==> config.mk <==
export PLATFORM = sky130hd
export DESIGN_NAME = fifo_wr_arbiter
export DESIGN_NICKNAME = d
export VERILOG_FILES = /design/src/rtl/fifo_arb_pkg.sv /design/src/rtl/fifo_wr_arbiter_rr_pick.sv /design/src/rtl/fifo_wr_arbiter.sv
export SDC_FILE = /design/constraint.sdc
export NUM_CORES = 1
export LEC_CHECK = 0
export CAP_MARGIN = 25
export CORE_ASPECT_RATIO = 1.4
export CORE_MARGIN = 2
export CORE_UTILIZATION = 55
export CTS_BUF_LIST = sky130_fd_sc_hd__clkbuf_8
export DETAILED_ROUTE_END_ITERATION = 16
export DONT_BUFFER_PORTS = 1
export GPL_TIMING_DRIVEN = 0
export PLACE_DENSITY_LB_ADDON = 0.25
export SLEW_MARGIN = 20
export SYNTH_ARGS = -nofsm -noshare
export SYNTH_HDL_FRONTEND = slang
export SYNTH_SLANG_ARGS = --single-unit
==> constraint.sdc <==
create_clock -name wclk -period 6.07 [get_ports wclk]
set_input_delay 1.214 -clock wclk [delete_from_list [all_inputs] [get_ports wclk]]
set_output_delay 1.214 -clock wclk [all_outputs]
set_load 0.1 [all_outputs]
==> src/rtl/fifo_arb_pkg.sv <==
// rtl/fifo_arb_pkg.sv - shared types, widths and pointer helper for the FIFO write arbiter
package fifo_arb_pkg;

  typedef enum logic {
    IDLE  = 1'b0,
    GRANT = 1'b1
  } state_t;

  localparam int CNT_W   = 8;
  localparam int PTR_W   = 3;
  localparam int BURST_W = 4;

  // Wraps at n without a modulo operator.
  function automatic logic [PTR_W-1:0] ptr_inc(input logic [PTR_W-1:0] p, input int n);
    return (p == PTR_W'(n - 1)) ? '0 : p + 1'b1;
  endfunction

endpackage

==> src/rtl/fifo_wr_arbiter_rr_pick.sv <==
// rtl/fifo_wr_arbiter_rr_pick.sv - combinational round-robin priority encoder
module rr_pick
  import fifo_arb_pkg::*;
#(
  parameter int N_REQ = 4
) (
  input  logic [N_REQ-1:0] req,
  input  logic [PTR_W-1:0] start_ptr,
  output logic             any,
  output logic [PTR_W-1:0] idx
);

  logic [(1<<PTR_W)-1:0] req_ext;
  logic [PTR_W-1:0]      cand;

  always_comb begin
    req_ext              = '0;
    req_ext[N_REQ-1:0]   = req;
    any                  = 1'b0;
    idx                  = '0;
    cand                 = start_ptr;
    for (int k = 0; k < N_REQ; k++) begin
      if (!any && req_ext[cand]) begin
        any = 1'b1;
        idx = cand;
      end
      cand = ptr_inc(cand, N_REQ);
    end
  end

endmodule

==> src/rtl/fifo_wr_arbiter.sv <==
// rtl/fifo_wr_arbiter.sv - round-robin, burst-limited arbiter for the async FIFO write port
module fifo_wr_arbiter
  import fifo_arb_pkg::*;
#(
  parameter int N_REQ     = 4,
  parameter int DW        = 4,
  parameter int MAX_BURST = 4
) (
  input  logic                wclk,
  input  logic                rst,
  input  logic [N_REQ-1:0]    req_valid,
  input  logic [N_REQ*DW-1:0] req_data,
  output logic [N_REQ-1:0]    req_ready,
  input  logic                fifo_full,
  output logic                fifo_we,
  output logic [DW-1:0]       fifo_wdata,
  output logic [2:0]          gnt_id,
  output logic                busy,
  output logic [7:0]          wr_count,
  output logic [7:0]          stall_count
);

  state_t               state, state_nxt;
  logic [PTR_W-1:0]     rr_ptr, rr_ptr_nxt, gnt_nxt;
  logic [BURST_W-1:0]   burst_cnt, burst_nxt;
  logic [CNT_W-1:0]     wr_nxt, stall_nxt;
  logic [(1<<PTR_W)-1:0] valid_ext;
  logic                 valid_g, xfer, pick_any;
  logic [PTR_W-1:0]     pick_idx;

  rr_pick #(.N_REQ(N_REQ)) u_rr_pick (
    .req       (req_valid),
    .start_ptr (rr_ptr),
    .any       (pick_any),
    .idx       (pick_idx)
  );

  always_ff @(posedge wclk or posedge rst) begin
    if (rst) begin
      state       <= IDLE;
      rr_ptr      <= '0;
      gnt_id      <= '0;
      burst_cnt   <= '0;
      wr_count    <= '0;
      stall_count <= '0;
    end else begin
      state       <= state_nxt;
      rr_ptr      <= rr_ptr_nxt;
      gnt_id      <= gnt_nxt;
      burst_cnt   <= burst_nxt;
      wr_count    <= wr_nxt;
      stall_count <= stall_nxt;
    end
  end

  always_comb begin
    state_nxt  = state;
    rr_ptr_nxt = rr_ptr;
    gnt_nxt    = gnt_id;
    burst_nxt  = burst_cnt;
    wr_nxt     = wr_count;
    stall_nxt  = stall_count;
    fifo_we    = 1'b0;
    fifo_wdata = '0;
    req_ready  = '0;
    busy       = 1'b0;

    valid_ext            = '0;
    valid_ext[N_REQ-1:0] = req_valid;
    valid_g              = valid_ext[gnt_id];
    xfer                 = (state == GRANT) && valid_g && !fifo_full;

    case (state)
      IDLE: begin
        if (pick_any) begin
          gnt_nxt   = pick_idx;
          burst_nxt = '0;
          state_nxt = GRANT;
        end
      end
      GRANT: begin
        busy    = 1'b1;
        fifo_we = xfer;
        for (int i = 0; i < N_REQ; i++) begin
          if (gnt_id == PTR_W'(i)) begin
            fifo_wdata   = req_data[i*DW +: DW];
            req_ready[i] = xfer;
          end
        end
        if (xfer) begin
          burst_nxt = burst_cnt + 1'b1;
          wr_nxt    = wr_count + 1'b1;
          if (burst_cnt == BURST_W'(MAX_BURST - 1)) begin
            state_nxt  = IDLE;
            rr_ptr_nxt = ptr_inc(gnt_id, N_REQ);
          end
        end else if (!valid_g) begin
          state_nxt  = IDLE;
          rr_ptr_nxt = ptr_inc(gnt_id, N_REQ);
        end else if (stall_count != '1) begin
          // Grantee is blocked only by a full FIFO: hold grant, count the stall.
          stall_nxt = stall_count + 1'b1;
        end
      end
      default: state_nxt = IDLE;
    endcase
  end

endmodule

; Word-level counts from Yosys, hierarchy flattened
; Index checks and enable logic that the tools add are counted.
[totals]
wordCells = 92
output_inout_bits = 29
ff_bits = 27
inputBits = 23
[op_classes]
n_eq_ne = 12
reduce_logical = 15
bitwise = 2
order_cmp = 5
addsub = 7
mux = 45
[op_table]
columns = cell, n
row1 = 2-to-1 mux 3 bit, 11
row2 = 2-to-1 mux 4 bit, 8
row3 = < comparator 3 x 4 -> 1 bit (second input constant), 5
row4 = 2-to-1 mux 1 bit, 19
row5 = adder 8 x 1 -> 8 bit (second input constant), 2
row6 = binary-select mux 1 bit (select 3 bit), 5
row7 = == test 3 x 2 -> 1 bit (second input constant), 5
row8 = adder 3 x 1 -> 3 bit (second input constant), 4
row9 = inequality test 8 bit (second input constant), 1
row10 = case mux 4 bit (2 select lines), 1
row11 = inequality test 2 x 1 -> 1 bit (second input constant), 3
row12 = AND reduction 2 bit, 3
row13 = logical AND 1 bit, 5
row14 = adder 4 x 1 -> 4 bit (second input constant), 1
row15 = == test 4 x 2 -> 1 bit (second input constant), 1
row16 = logical NOT 1 bit, 4
row17 = AND reduction 4 bit, 1
row18 = == test 3 x 1 -> 1 bit (second input constant), 1
row19 = logical NOT 3 bit, 1
row20 = AND reduction 3 bit, 1
row21 = inequality test 2 bit (second input constant), 1
row22 = inverter 1 bit, 2
row23 = case mux 1 bit (2 select lines), 1

; Depth between registers and ports, before layout
; Gate-level depths: netlist of run 1.
[logic_depth]
depth_word = 14
depth_mapped = 10
mapped_depth_nobuf = 9

; By module
; From an unflattened synthesis of run 1, not the netlist that was laid out.
[unflattened]
cells_unflattened = 207
hier_area_um2 = 1989.4
[by_module_without_submodules]
columns = mod, n_inst, area_per_inst_um2, seq_area_each_um2, cells_per_inst
row1 = fifo_wr_arbiter, 1, 1552.7, 675.6, 152
row2 = rr_pick, 1, 436.7, 0.0, 55

; Worst setup path before layout of run 1
; OpenSTA, ideal clock, no wires.
[synth_timing]
path_kind = input to output
startpoint = input req_valid[1]
endpoint = output req_ready[3]
required_ns = 4.856
path_slack_ns = 1.041
arrival_ns = 3.815
n_path_buf = 0
cell_stages = 4
path_cell_list = mux4_1 -> and3b_2 -> nand2b_4 -> nor3_1
[synth_between]
elab_chain_cells = 6
[synth_lines]
columns = item, line_no
row1 = from (decl), fifo_wr_arbiter.sv:11  ; input logic [N_REQ-1:0] req_valid,
row2 = binary-select mux 1 bit (select 3 bit), fifo_wr_arbiter.sv:70  ; valid_g = valid_ext[gnt_id];
row3 = 2-to-1 mux 1 bit (implied by the code), fifo_wr_arbiter.sv:70
row4 = logical AND 1 bit (2 in series), fifo_wr_arbiter.sv:71  ; xfer = (state == GRANT) && valid_g && !fifo_full;
row5 = 2-to-1 mux 1 bit, fifo_wr_arbiter.sv:85  ; if (gnt_id == PTR_W'(i)) begin
row6 = 2-to-1 mux 4 bit, fifo_wr_arbiter.sv:73  ; case (state)
row7 = to (decl), fifo_wr_arbiter.sv:13  ; output logic [N_REQ-1:0] req_ready,
; No other way between the ends. The select of a mux whose other input is x is not followed.

; Final worst setup path of run 1
[layout_timing]
startpoint = register gnt_id[0]
endpoint = output req_ready[1]
[layout_between]
elab_chain_cells = 6
elab_cells_between_ends = 7
cone_classes = eq/ne (1) / mux (4) / reduce/logical (2)
[layout_lines]
columns = item, line_no
row1 = from (decl), fifo_wr_arbiter.sv:17  ; output logic [2:0] gnt_id,
row2 = from (signal assigned), fifo_wr_arbiter.sv:49  ; gnt_id <= gnt_nxt;
row3 = binary-select mux 1 bit (select 3 bit), fifo_wr_arbiter.sv:70
row4 = 2-to-1 mux 1 bit (implied by the code), fifo_wr_arbiter.sv:70
row5 = logical AND 1 bit (2 in series), fifo_wr_arbiter.sv:71
row6 = 2-to-1 mux 1 bit (*), fifo_wr_arbiter.sv:85
row7 = 2-to-1 mux 4 bit (*), fifo_wr_arbiter.sv:73
; Every way passes the cells marked *; elsewhere a longest branch is shown, timed or not. The select of a mux whose other input is x is not followed.

==> results of run 1 <==
## layout make-up
type / count / share of cell area
buffer: 4 / 0.01846
multi-input combinational: 146 / 0.5286
clock buffer: 3 / 0.02031
sequential: 27 / 0.3323
inverter: 10 / 0.01969
clock inverter: 1 / 0.004308
timing repair buffer: 6 / 0.05231
tap: 39 / 0.02400
## kinds of logic (layout without fill, tap and decap cells)
logic type,after synthesis,after routing,share of synthesized area
compound gates,29,29,0.1187
mux,12,12,0.07730
xor+xnor,16,16,0.07729
simple gates,80,80,0.2491
flops,27,27,0.3727
buf+inv,14,24,0.04279
fa+ha+maj,9,9,0.06211
## through the flow
| stage | utilization | std cells |
|---|---|---|
| detailed placement | 0.6198 | 229 |
| global route | 0.6510 | 236 |
| finish | 0.6510 | 236 |
| floorplan | - | 187 |
| CTS | 0.6358 | 233 |
| global placement | 0.5962 | 226 |
## path summary, 6_finish.rpt
| kind | slack (ps) | cells past startpoint | to |
|---|---|---|---|
| worst min register to register | 580 | 2 | burst_cnt[1]$_DFFE_PP0P_ |
| max in group asynchronous | 4770 | 2 | state$_DFF_PP0_ |
| worst max-delay path | 1570 | 6 | req_ready[1] |
| worst min-delay path | 580 | 2 | burst_cnt[1]$_DFFE_PP0P_ |
| min in group asynchronous | 820 | 1 | stall_count[7]$_DFFE_PP0P_ |
| worst max register to register | 3290 | 8 | burst_cnt[2]$_DFFE_PP0P_ |
## layer usage
layer	GRT usage	vias up
met5	0	-
met4	0.08832	0
met3	0.03704	5
met2	0.4292	38
met1	0.2315	695
li1	-	689
## cell usage after synthesis (2+ instances only)
cell type,number,area (um2)
mux2_2,3,33.78
ha_1,9,112.6
inv_1,9,33.78
nand3_1,4,20.02
nor2b_1,7,43.79
xnor2_1,11,96.34
nor2_1,17,63.81
a221oi_1,4,35.03
and2_1,4,25.02
nand2b_1,3,18.77
buf_6,3,33.78
or3_1,2,12.51
mux2i_1,8,80.08
nand4_1,7,43.79
nor3_1,9,45.04
xor2_1,5,43.79
dfrtp_1,27,675.7
a21oi_1,9,45.04
nand2_1,13,48.80
o21ai_0,4,20.02
nand2b_4,2,27.53
## state kept, by name, indices dropped and copies added, names as in the netlist
| register | flops |
|---|---|
| rr_ptr | 3 |
| wr_count | 8 |
| burst_cnt | 4 |
| state | 1 |
| gnt_id | 3 |
| stall_count | 8 |
## worst reg2reg max path, stage by stage (launching register included)
cell,delay (ps)
dfrtp_1,1020
mux4_1,700
and3b_2,280
nand2b_4,130
inv_4,60
buf_6,200
nand2_1,110
xor2_1,140
nor2_1,50
==> results.md, run 1 <==
* Most frequent cells in the layout: dfrtp_1, nor2_1, nand2_1, xnor2_1
* Final period util at 0.7418
* EDFF count, synth at 0
* Max stage delay on crit path at 1020 ps
* Max-cap viol count at 0
* Mapped Cells at 187
* Buffers plus inverters on the worst setup path at 2
* Final setup fails at 0
* Rel. slew slack at 0.2894
* All-layer global routing usage at 0.2240
* Avg Inst Size Synth at 9.695 um2
* Final setup margin at 1567 ps
* Clk slew on worst S/H paths at 100 ps
* CTS Buf Count at 3
* HP Start: burst_cnt[1]$_DFFE_PP0P_
* Hold WC Path Type: reg2reg
* Register Area at 675.6 um2
* Required @ worst endpoint at 4860 ps
* Initial Util at 0.5805
* Setup Buffers After CTS at 0
* Vias/cell at 6.047
* Maximum fanout along the worst path at 10
* Setup TNS at 0 ps
* Core area at 3123 um2
* DR WL met2 at 2.317 mm
* Vias at 1427
* Yosys cell types at 48
* Post-synth ARST share at 1.000
* Synthesis Warnings at 0
* ANT cells at 0
* Total I/O pin count at 52
* Met3 wire length at 146 um
* GPL Wtd Cong at 0.8428
* Worst-Skew Late Latency at 280 ps
* H-tree depth at 1
* Drt drc at 0
* Worst Setup End Kind: primary output
* Clock net sink count at 27
* Slew at the pin with the worst max-slew slack at 1065 ps
* Syn Nets at 219
* Setup crit start kind: flop
* Root buffer cell: clkbuf_8
* Ratio of cells with drive above 1 in the final layout at 0.1523
* RSZ-0062 raised after global routing: false
* Commonest non-fill, non-tap cell in the layout: dfrtp_1
* Die Y at 71.93 um
* Final Hold Viols at 0
* Final net count at 230
* Max-slew violation count at 0
* Largest net degree at the start of global routing at 28
* Met1 Routed Length at 1.483 mm
* Cell family with most CP delay: simple AND/OR/NAND/NOR gates
* Hold_ws at 576.4 ps
* Total congestion overflow at 0
* Routed Wire Length at 4.030 mm
* Primary FF master, synth: dfrtp_1
* CP Launch Point: gnt_id[0]$_DFFE_PP0P_
* Initial DRT Pass Iterations at 4
* First-pass GRT wire length at 6.361 mm
* Vias in the first global route at 1449
* Max Clock Skew at 6.795 ps
* Max Buffers Root-to-Sink at 2
* Initial antenna violation count at 0
* Hold Buf Count CTS at 0
* Yosys reg bits at 27
* Outcome: complete, no violations
* Crit path kind: reg2out
* Placed Area at 1936 um2
* Crit path time final at 4503 ps
* Seq/Total Area, Yosys at 0.3727
* Post-DRT Antenna Nets at 0
* CP arrival at 3290 ps
* DR top layer: met4
* Floorplan row count at 24
* Post-CTS sizing at 0
* Wire per inst at 17.08 um
* Pre-CTS setup slack at 1875 ps
* Area growth, synth to finish at 12.15%
* Port-buffer cells at 0
* Post-DP HPWL at 3.093 mm
* DIE AREA at 3778 um2
* Syn Std Cell Area at 1813 um2
* # fillers at 260
* Reg2reg start: gnt_id[0]$_DFFE_PP0P_
* Starting DRC count in detailed routing at 26
* Crit-path cells: mux4_1, and3b_2, nand2b_4, inv_4, buf_6, and2_1
* Crit-path slowest cell: dfrtp_1
* CTS tree: yes
* Die W at 52.53 um
* Final Instance Area at 2033 um2
* Fmax at 222.1 MHz
* Area occupied by multi-input gates at 1075 um2
Power of run 1 is not shown: default switching activity piles up to over one toggle a cycle in this logic, so the estimate is an artifact.
==> inputs of run 2 (changes only) <==
==> constraint.sdc (replaced) <==
create_clock -name wclk -period 4.03 [get_ports wclk]
set_input_delay 0.806 -clock wclk [delete_from_list [all_inputs] [get_ports wclk]]
set_output_delay 0.806 -clock wclk [all_outputs]
set_load 0.1 [all_outputs]
==> run 2 against run 1 <==
Register-to-register slack worse by 1800 ps. Critical path depth is the same. Cell count decreased by 0.42%. First-iteration DRC count up 12%. Critical endpoint is now req_ready[0].
==> results.md, run 2 (synthesis gave the netlist of run 1 again) <==
* Total congestion overflow at 0 (unchanged)
* Inst Count DP at 230 (+0.44%)
* Slew at the pin with the worst max-slew slack at 1038 ps (-27.01 ps)
* Hold WC Path Type: in2async
* Routed Wire Length at 4.023 mm (-0.17%)
* Max stage delay on crit path at 830 ps (-190 ps)
* Root buffer cell: clkbuf_8
* Max Buffers Root-to-Sink at 2 (unchanged)
* Starting DRC count in detailed routing at 29 (+12%)
* Placed Area at 1947 um2 (+0.58%)
* Area growth, synth to finish at 12.84%
* R2r setup slk at 1520 ps (-1770 ps)
* Crit-path slowest cell: and2_1
* All-layer global routing usage at 0.2281 (+0.004130)
* Ratio of cells with drive above 1 in the final layout at 0.1582 (+0.005879)
* Required @ worst endpoint at 3220 ps (-1640 ps)
* R2R depth at 8 (unchanged)
* CTS Buf Count at 3 (unchanged)
* Die W at 52.53 um (unchanged)
* Maximum fanout along the worst path at 10 (unchanged)
* Worst-Skew Late Latency at 270 ps (about the same)
* Setup Buffers After CTS at 0 (unchanged)
* CP Launch Point: gnt_id[0]$_DFFE_PP0P_
* Largest net degree at the start of global routing at 28 (unchanged)
* Final Instance Area at 2046 um2 (+0.62%)
* Floorplan row count at 24 (unchanged)
* Wire per inst at 17.12 um (+0.25%)
* Rel. slew slack at 0.3082 (+0.01877)
* CTS tree: yes
* Final net count at 229 (-0.43%)
* Crit-path cells: mux4_1, and3b_2, nand2b_4, inv_4, buf_6, and2_1
* DIE AREA at 3778 um2 (unchanged)
* H-tree depth at 1 (unchanged)
* Final setup fails at 0 (unchanged)
* Most frequent cells in the layout: dfrtp_1, nor2_1, nand2_1, xnor2_1
* Max-slew violation count at 0 (unchanged)
* Initial antenna violation count at 0 (unchanged)
* Max-cap viol count at 0 (unchanged)
* Outcome: complete, no violations
* Drt drc at 0 (unchanged)
* Total I/O pin count at 52 (unchanged)
* Post-DP HPWL at 3.186 mm (+3.0%)
* Commonest non-fill, non-tap cell in the layout: dfrtp_1
* Vias/cell at 6.064 (+0.28%)
* Final period util at 0.9339
* Reg2reg end: burst_cnt[2]$_DFFE_PP0P_
* Crit path time final at 3764 ps
* CP arrival at 2960 ps (-330 ps)
* Vias in the first global route at 1519 (+4.8%)
* Setup crit start kind: flop
* Reg2reg start: gnt_id[0]$_DFFE_PP0P_
* Largest registers: stall_count: 8 flops, wr_count: 8 flops, burst_cnt: 4 flops
* ANT cells at 0 (unchanged)
* Fmax at 265.7 MHz
* Port-buffer cells at 0 (unchanged)
* Initial Util at 0.5805 (unchanged)
* Hold_ws at 313.7 ps (-262.7 ps)
* Die Y at 71.93 um (unchanged)
* Crit path kind: reg2out
* Vias at 1425 (-0.14%)
* Post-DRT Antenna Nets at 0 (unchanged)
* RSZ-0062 raised after global routing: false
* Setup TNS at 0 ps (unchanged)
* Non-Filler Instances at 235 (-0.42%)
* Core area at 3123 um2 (unchanged)
* Final Hold Viols at 0 (unchanged)
* Max Clock Skew at 4.830 ps (-1.965 ps)
* Clk slew on worst S/H paths at 90 ps (about the same)
* Clock net sink count at 27 (unchanged)
* First-pass GRT wire length at 6.589 mm (+3.6%)
* Initial DRT Pass Iterations at 4 (unchanged)
* GPL Wtd Cong at 0.8388 (-0.47%)
* Worst Setup End Kind: primary output
run 2: cell count changes in the layout (fill, tap and decap cells not counted), sizes merged:
| cell | delta |
|---|---|
| clkbuf | -1 |
| clkinv | +1 |
| clkinvlp | +1 |
| inv | -2 |
run 2: routing by layer:
layer,vias to the layer above,GRT usage,part of all wire
met5,-,0,0
met4,0,0.1054,0.028
met3,10,0.02675,0.034
met2,48,0.4111,0.58
met1,680,0.2608,0.35
li1,687,-,-
run 2: timing repair:
item | 4_1_cts | 5_1_grt
hold buffers | 0 | 0
endpoints found under the setup margin | 5 | 6
resized for setup | 2 | 4
run 2: final cells by class:
class	count	area, um2
plain buffers	4	37.54
multi-input cells	146	1101
fillers	259	1077
clock inverters	1	7.507
flip-flops and latches	27	678.2
well taps	39	48.80
inverters	10	40.04
repair buffers	5	91.34
clock buffers	3	41.29
run 2: critical path: cells and delay by family (launching register included):
| family | cells | cell delay (ps) |
|---|---|---|
| flops | 1 | 740 |
| mux | 1 | 400 |
| buf+inv | 2 | 350 |
| simple gates | 3 | 1200 |
run 2: worst max path at each step:
stage	to	slack, ps	cells past startpoint
floorplan	fifo_wdata[0]	80	7
global placement	fifo_wdata[3]	-60	7
detailed placement	req_ready[0]	190	6
CTS	fifo_wdata[2]	0.5	7
global route	req_ready[2]	180	6
finish	req_ready[0]	270	6
run 2: per-stage QoR:
step	worst slack, ps	utilization
CTS	0.5167	0.6410
detailed placement	186.4	0.6234
global placement	-64.69	0.5978
floorplan	77.43	-
finish	266.2	0.6550
global route	175.9	0.6550
Power of run 2 is left out for the same reason.
